`src/rtl/pc_unit.sv`:
```
// Program-counter unit for the fetch stage: next-PC selection plus a circular
// return-address stack. All state updates on the falling clock edge.
module pc_unit #(
  parameter int              PC_W      = 32,
  parameter int              INC       = 4,
  parameter logic [PC_W-1:0] RESET_VEC = PC_W'(0),
  parameter logic [PC_W-1:0] EXC_VEC   = PC_W'(4),
  parameter int              RAS_DEPTH = 4
) (
  input  logic                         clk,
  input  logic                         rst,
  input  logic                         ena,
  input  logic                         exc_valid,
  input  logic                         redirect_valid,
  input  logic                         call,
  input  logic                         ret,
  input  logic [PC_W-1:0]              redirect_target,
  output logic [PC_W-1:0]              pc,
  output logic [PC_W-1:0]              pc_plus,
  output logic [PC_W-1:0]              ras_top,
  output logic [$clog2(RAS_DEPTH):0]   ras_count,
  output logic                         ras_overflow,
  output logic                         ras_underflow
);

  localparam int PTR_W = $clog2(RAS_DEPTH);
  localparam int CNT_W = PTR_W + 1;
  localparam logic [PC_W-1:0]  INC_V = PC_W'(INC);
  localparam logic [CNT_W-1:0] FULL  = CNT_W'(RAS_DEPTH);

  // Saturating occupancy increment: a push onto a full stack keeps the count at depth.
  function automatic logic [CNT_W-1:0] cnt_sat_inc(input logic [CNT_W-1:0] cnt);
    return (cnt == FULL) ? FULL : cnt + CNT_W'(1);
  endfunction

  logic [PC_W-1:0]  ras_mem [RAS_DEPTH];
  logic [PTR_W-1:0] ras_ptr;
  logic [PTR_W-1:0] top_idx;
  logic             ras_empty;
  logic             ras_full;

  logic [PC_W-1:0]  pc_nxt;
  logic [PTR_W-1:0] ptr_nxt;
  logic [CNT_W-1:0] cnt_nxt;
  logic             ovf_nxt;
  logic             unf_nxt;
  logic             ras_we;
  logic [PTR_W-1:0] ras_waddr;

  // ras_ptr names the next free slot; once full it also names the oldest entry.
  assign top_idx   = ras_ptr - PTR_W'(1);
  assign ras_empty = (ras_count == '0);
  assign ras_full  = (ras_count == FULL);
  assign pc_plus   = pc + INC_V;
  assign ras_top   = ras_empty ? '0 : ras_mem[top_idx];

  always_comb begin
    pc_nxt    = pc;
    ptr_nxt   = ras_ptr;
    cnt_nxt   = ras_count;
    ovf_nxt   = ras_overflow;
    unf_nxt   = ras_underflow;
    ras_we    = 1'b0;
    ras_waddr = ras_ptr;
    if (exc_valid) begin
      pc_nxt = EXC_VEC;
    end else if (ena) begin
      if (ret && call) begin
        pc_nxt = redirect_target;
        ras_we = 1'b1;
        if (ras_empty) begin
          ptr_nxt = ras_ptr + PTR_W'(1);
          cnt_nxt = CNT_W'(1);
        end else begin
          ras_waddr = top_idx;
        end
      end else if (ret) begin
        if (ras_empty) begin
          pc_nxt  = redirect_target;
          unf_nxt = 1'b1;
        end else begin
          pc_nxt  = ras_top;
          ptr_nxt = top_idx;
          cnt_nxt = ras_count - CNT_W'(1);
        end
      end else if (call) begin
        pc_nxt  = redirect_target;
        ras_we  = 1'b1;
        ptr_nxt = ras_ptr + PTR_W'(1);
        cnt_nxt = cnt_sat_inc(ras_count);
        if (ras_full) ovf_nxt = 1'b1;
      end else if (redirect_valid) begin
        pc_nxt = redirect_target;
      end else begin
        pc_nxt = pc_plus;
      end
    end
  end

  // State boundary: control state, reset asynchronously
  always_ff @(negedge clk or negedge rst) begin
    if (!rst) begin
      pc            <= RESET_VEC;
      ras_ptr       <= '0;
      ras_count     <= '0;
      ras_overflow  <= 1'b0;
      ras_underflow <= 1'b0;
    end else begin
      pc            <= pc_nxt;
      ras_ptr       <= ptr_nxt;
      ras_count     <= cnt_nxt;
      ras_overflow  <= ovf_nxt;
      ras_underflow <= unf_nxt;
    end
  end

  // State boundary: return-address storage, contents meaningful only below ras_count
  always_ff @(negedge clk) begin
    if (ras_we) ras_mem[ras_waddr] <= pc_plus;
  end

endmodule

```
`config.mk`:
```
export PLATFORM = sky130hd
export DESIGN_NAME = pc_unit
export DESIGN_NICKNAME = d
export VERILOG_FILES = /design/src/rtl/pc_unit.sv
export SDC_FILE = /design/constraint.sdc
export NUM_CORES = 1
export LEC_CHECK = 0
export BUFFER_PORTS_ARGS = -buffer_cell sky130_fd_sc_hd__buf_2
export CORE_ASPECT_RATIO = 1.1
export CORE_MARGIN = 10
export CORE_UTILIZATION = 35
export DETAILED_ROUTE_END_ITERATION = 10
export SYNTH_ARGS = -nofsm -noshare
export SYNTH_HDL_FRONTEND = slang
export SYNTH_SLANG_ARGS = --single-unit
```
`constraint.sdc`:
```
create_clock -name clk -period 4.55 [get_ports clk]
set_input_delay 0.91 -clock clk [delete_from_list [all_inputs] [get_ports clk]]
set_output_delay 0.91 -clock clk [all_outputs]
set_load 0.01 [all_outputs]
```
# ---- Word level (Yosys, flattened, before mapping)
# Memory sizes are Yosys's and may differ from the RTL's.
# Index checks and enable logic that the tools add are counted.
dict set report classes {
  mux 29
  n_bitwise 3
  n_addsub 5
  n_reduce_logical 8
  n_eq_ne 3
}
# op count
set ops {}
lappend ops {{$mux 32} 8}
lappend ops {{$add 32x3->32 const B} 1}
lappend ops {{$mux 3} 6}
lappend ops {{$mux 2} 8}
lappend ops {{$reduce_and 5->1} 2}
lappend ops {{$mux 1} 7}
lappend ops {{$reduce_and 6->1} 1}
lappend ops {{$reduce_and 4->1} 1}
lappend ops {{$add 3x1->3 const B} 1}
lappend ops {{$eq 3x3->1 const B} 1}
lappend ops {{$logic_not 3->1} 1}
lappend ops {{$ne 3x2->1 const B} 1}
lappend ops {{$not 1->1} 3}
lappend ops {{$reduce_bool 3->1} 1}
lappend ops {{$sub 3x1->3 const B} 1}
lappend ops {{$add 2x1->2 const B} 1}
lappend ops {{$ne 2x2->1 const B} 1}
lappend ops {{$reduce_bool 2->1} 1}
lappend ops {{$sub 2x1->2 const B} 1}
lappend ops {{$logic_and 1x1->1} 1}
dict set report totals {
  regBits 39
  mem_count 1
  output_inout_bits 101
  mem_bits_rw 128
  word_cells 54
}
# name words word_bits rd rd_ports_with_merged_regs wr line
set mem_list {}
lappend mem_list {ras_mem 4 32 1 0 1 36} ;# logic [PC_W-1:0] ras_mem [RAS_DEPTH];

# ---- Logic depth before layout (Yosys ltp)
# An unclocked memory read counts as a cell.
dict set report depth {
  ltp_word 8
  depth_mapped 10
  mapped_depth_nobuf 7
}

==> impl_metrics.tcl <==
set metrics [dict create \
    status "finished with violations" \
    failed_checks "negative setup slack" \
    core_sq_mm 0.0231 \
    cp_cell_sequence "buf_4, ha_4, nand4_1, buf_6, or4_4, or3_4, nand2_4, buf_6" \
    initial_core_util 0.358 \
    power_density_mw_per_mm2 509 \
    synth_top_area_cell "edfxtp_1" \
    yosysSeqAreaShare 0.583 \
    syn2layout_area_growth_pct 67.0 \
    clockPowerShare 0.278 \
    row_count 58 \
    die-height_um 181 \
    hp-class "reg -> reg" \
    place_inst 1247 \
    io_pins 140 \
    critPathMaxStageDelay_ns 0.49 \
    cts_tree "done" \
    relSlewSlack 0.686 \
    syn-instance-count 665 \
    worstReg2RegStart "ras_ptr[0]" \
    vias 7825 \
    p_int_uw 4610 \
    detail-route-antenna-nets 0 \
    p_sw_uw 2430 \
    final_cell_mix "buf_4, inv_1, edfxtp_1" \
    max-cap-violations 0 \
    antenna_found_initial 1 \
    clock_sinks 167 \
    hold_viol_final 0 \
    die_x_um 167 \
    fin_skew_ns 0.0761 \
    critPathLaunchType "flip-flop" \
    grt_max_degree 25 \
    crit_family "simple AND/OR/NAND/NOR gates" \
    synth_warnings 0 \
    worstHoldStart "ras_overflow" \
    post-dp-hpwl_um 21000 \
    syn_nets 708 \
    die_area_sq_mm 0.0302 \
    power.total_uw 7030 \
    crit_buf_inv 3 \
    netlist_area_sq_mm 0.00827 \
    wl_per_cell_um 20.7 \
    p_seq_frac 0.268 \
    synth_top_area_frac 0.465 \
    remaining_drc_errors 0 \
    overflow 0 \
    synthDistinctLibCells 73 \
    setup_ws_ns -1.09 \
    swShare 0.345 \
    cp_slowest_cell "or4_4" \
    track_usage 0.199 \
    htreeDepth 4 \
    cts_root_buf "clkbuf_16" \
    drive_gt1_frac 0.519 \
    ys.flop_type "edfxtp_1" \
    drt-initial-drc-count 577 \
    gp_congestion 0.898 \
    critical_path_class "reg -> out" \
    avgSynthCellArea_sq_um 12.4 \
    ys_ff_latch 167 \
    synth_area_leaders "edfxtp_1, dfrtn_1, mux4_2" \
    vdd_drop_max_uv 278 \
    grt_pass1_vias 8212 \
    numPortBuffers 139 \
    slew_viol_final 0 \
    cp-end-kind "output port" \
    viasPerCell 5.27 \
    clock_latency_ns 0.48 \
    p_leak_uw 0.00627 \
    routed_wl_um 30800 \
    setup_violations 60 \
    required_ns 3.64 \
    hold_buffers 0 \
    fin_nets 1216 \
    dr.pass1.iters 5 \
    rsz0062_at_grt "true" \
    mostFrequentLayoutCell "buf_4" \
    cp_common_cell "buf_6" \
    tightest_slew_ns 0.471 \
    arrival_ns 4.73 \
    fin_cells 1486 \
    worstPathMaxFanout 7 \
    combPwrFrac 0.455 \
    cts_made_buffers 17 \
    clockBufferDepth 2 \
    async_reset_ff_frac 0.234 \
    path_clk_slew_ns 0.05 \
    crit_start "pc[2]" \
    grt_first_pass_wirelength_um 46500 \
    synth-edff-count 128 \
]
[timing repair]
action | 4_1_cts | 5_1_grt
setup buffers | 51 | 30
cloned | 5 | 0
resized for setup | 105 | 47
pin swaps | 41 | 42
endpoints found under the setup margin | 60 | 62
[tightest hold or removal path: cells and delay by family, from the launching register on]
kind                   cells  cell delay (ns)
AO/OA/AOI/OAI              1             0.05
buffers and inverters      1             0.05
flip-flops                 1             0.42
[final timing paths]
| check | endpoint | slack, ns | cells past startpoint |
|---|---|---|---|
| worst max-delay path | pc_plus[20] | -1.09 | 8 |
| min in group asynchronous | pc[16] | 2.59 | 1 |
| worst min-delay path | ras_overflow | 0.44 | 2 |
| worst max register to register | pc[28] | 2.10 | 9 |
| max in group asynchronous | ras_underflow | 1.43 | 2 |
| worst min register to register | ras_overflow | 0.44 | 2 |
[Yosys cell counts (all sizes together) (6+ instances only)]
cell type	count
nor3	17
dfrtn	39
a31oi	17
nand3	17
nor4	6
nand4	13
mux2i	6
and3	7
o221ai	13
edfxtp	128
or4	7
o21ai	36
nand2b	8
mux4	29
buf	14
inv	30
nor2	30
xnor2	12
or2	7
a211o	6
a21oi	20
a221o	7
and2	25
nand2	61
or3	6
clkbuf	30
o22ai	7
[stage by stage]
step           hold slack [ns]  area [sq um]  utilization  setup slack, ns  TNS (ns)
2_1_floorplan            0.463          8920            -           -0.703    -84.67
3_3_place_gp             0.410         11300        0.489           -0.661    -24.31
3_5_place_dp             0.422         11300        0.489           -0.679    -25.10
4_1_cts                  0.423         13400        0.582            -1.04    -40.60
5_1_grt                  0.466         13800        0.598            -1.14    -45.15
6_report                 0.441         13800        0.598            -1.09    -41.96
[routing by layer]
layer / track usage / wire length (um) / up-vias
met3: 0.0506 / 1960 / 61
li1: - / - / 3588
met2: 0.328 / 15700 / 296
met4: 0.101 / 961 / 0
met5: 0 / 0 / -
met1: 0.234 / 12200 / 3880
[power groups by stage]
stage          Combinational, uW  Clock, uW  Sequential, uW
2_1_floorplan               1290        168            1940
3_3_place_gp                2350        168            1900
3_5_place_dp                2370        168            1910
4_1_cts                     3020       1990            1880
5_1_grt                     3390       2170            1890
6_report                    3200       1950            1880
[cells by family after synthesis]
family | Yosys count | share of synthesized area
muxes | 35 | 0.0863
adders and majority gates | 4 | 0.00605
DFF | 167 | 0.583
buffers and inverters | 75 | 0.0409
AOI/OAI and AO/OA | 152 | 0.129
xor gates and xnor gates | 17 | 0.0180
and+or+nand+nor | 215 | 0.137
[cell type report]
type | instances | area (sq um)
Timing Repair Buffer | 406 | 3450
Multi-Input combinational cell | 424 | 3960
Inverter | 29 | 113
Clock inverter | 142 | 668
Sequential cell | 167 | 4820
Clock buffer | 17 | 425
Antenna cell | 1 | 2.50
Tap cell | 300 | 375
Fill cell | 1885 | 9270
[flip-flops by register name, summed over array words and instances (netlist names)]
| signal | count |
|---|---|
| ras_mem | 128 |
| ras_underflow | 1 |
| ras_overflow | 1 |
| ras_count | 3 |
| ras_ptr | 2 |
| pc | 32 |
(Power assumes the default switching activity.)
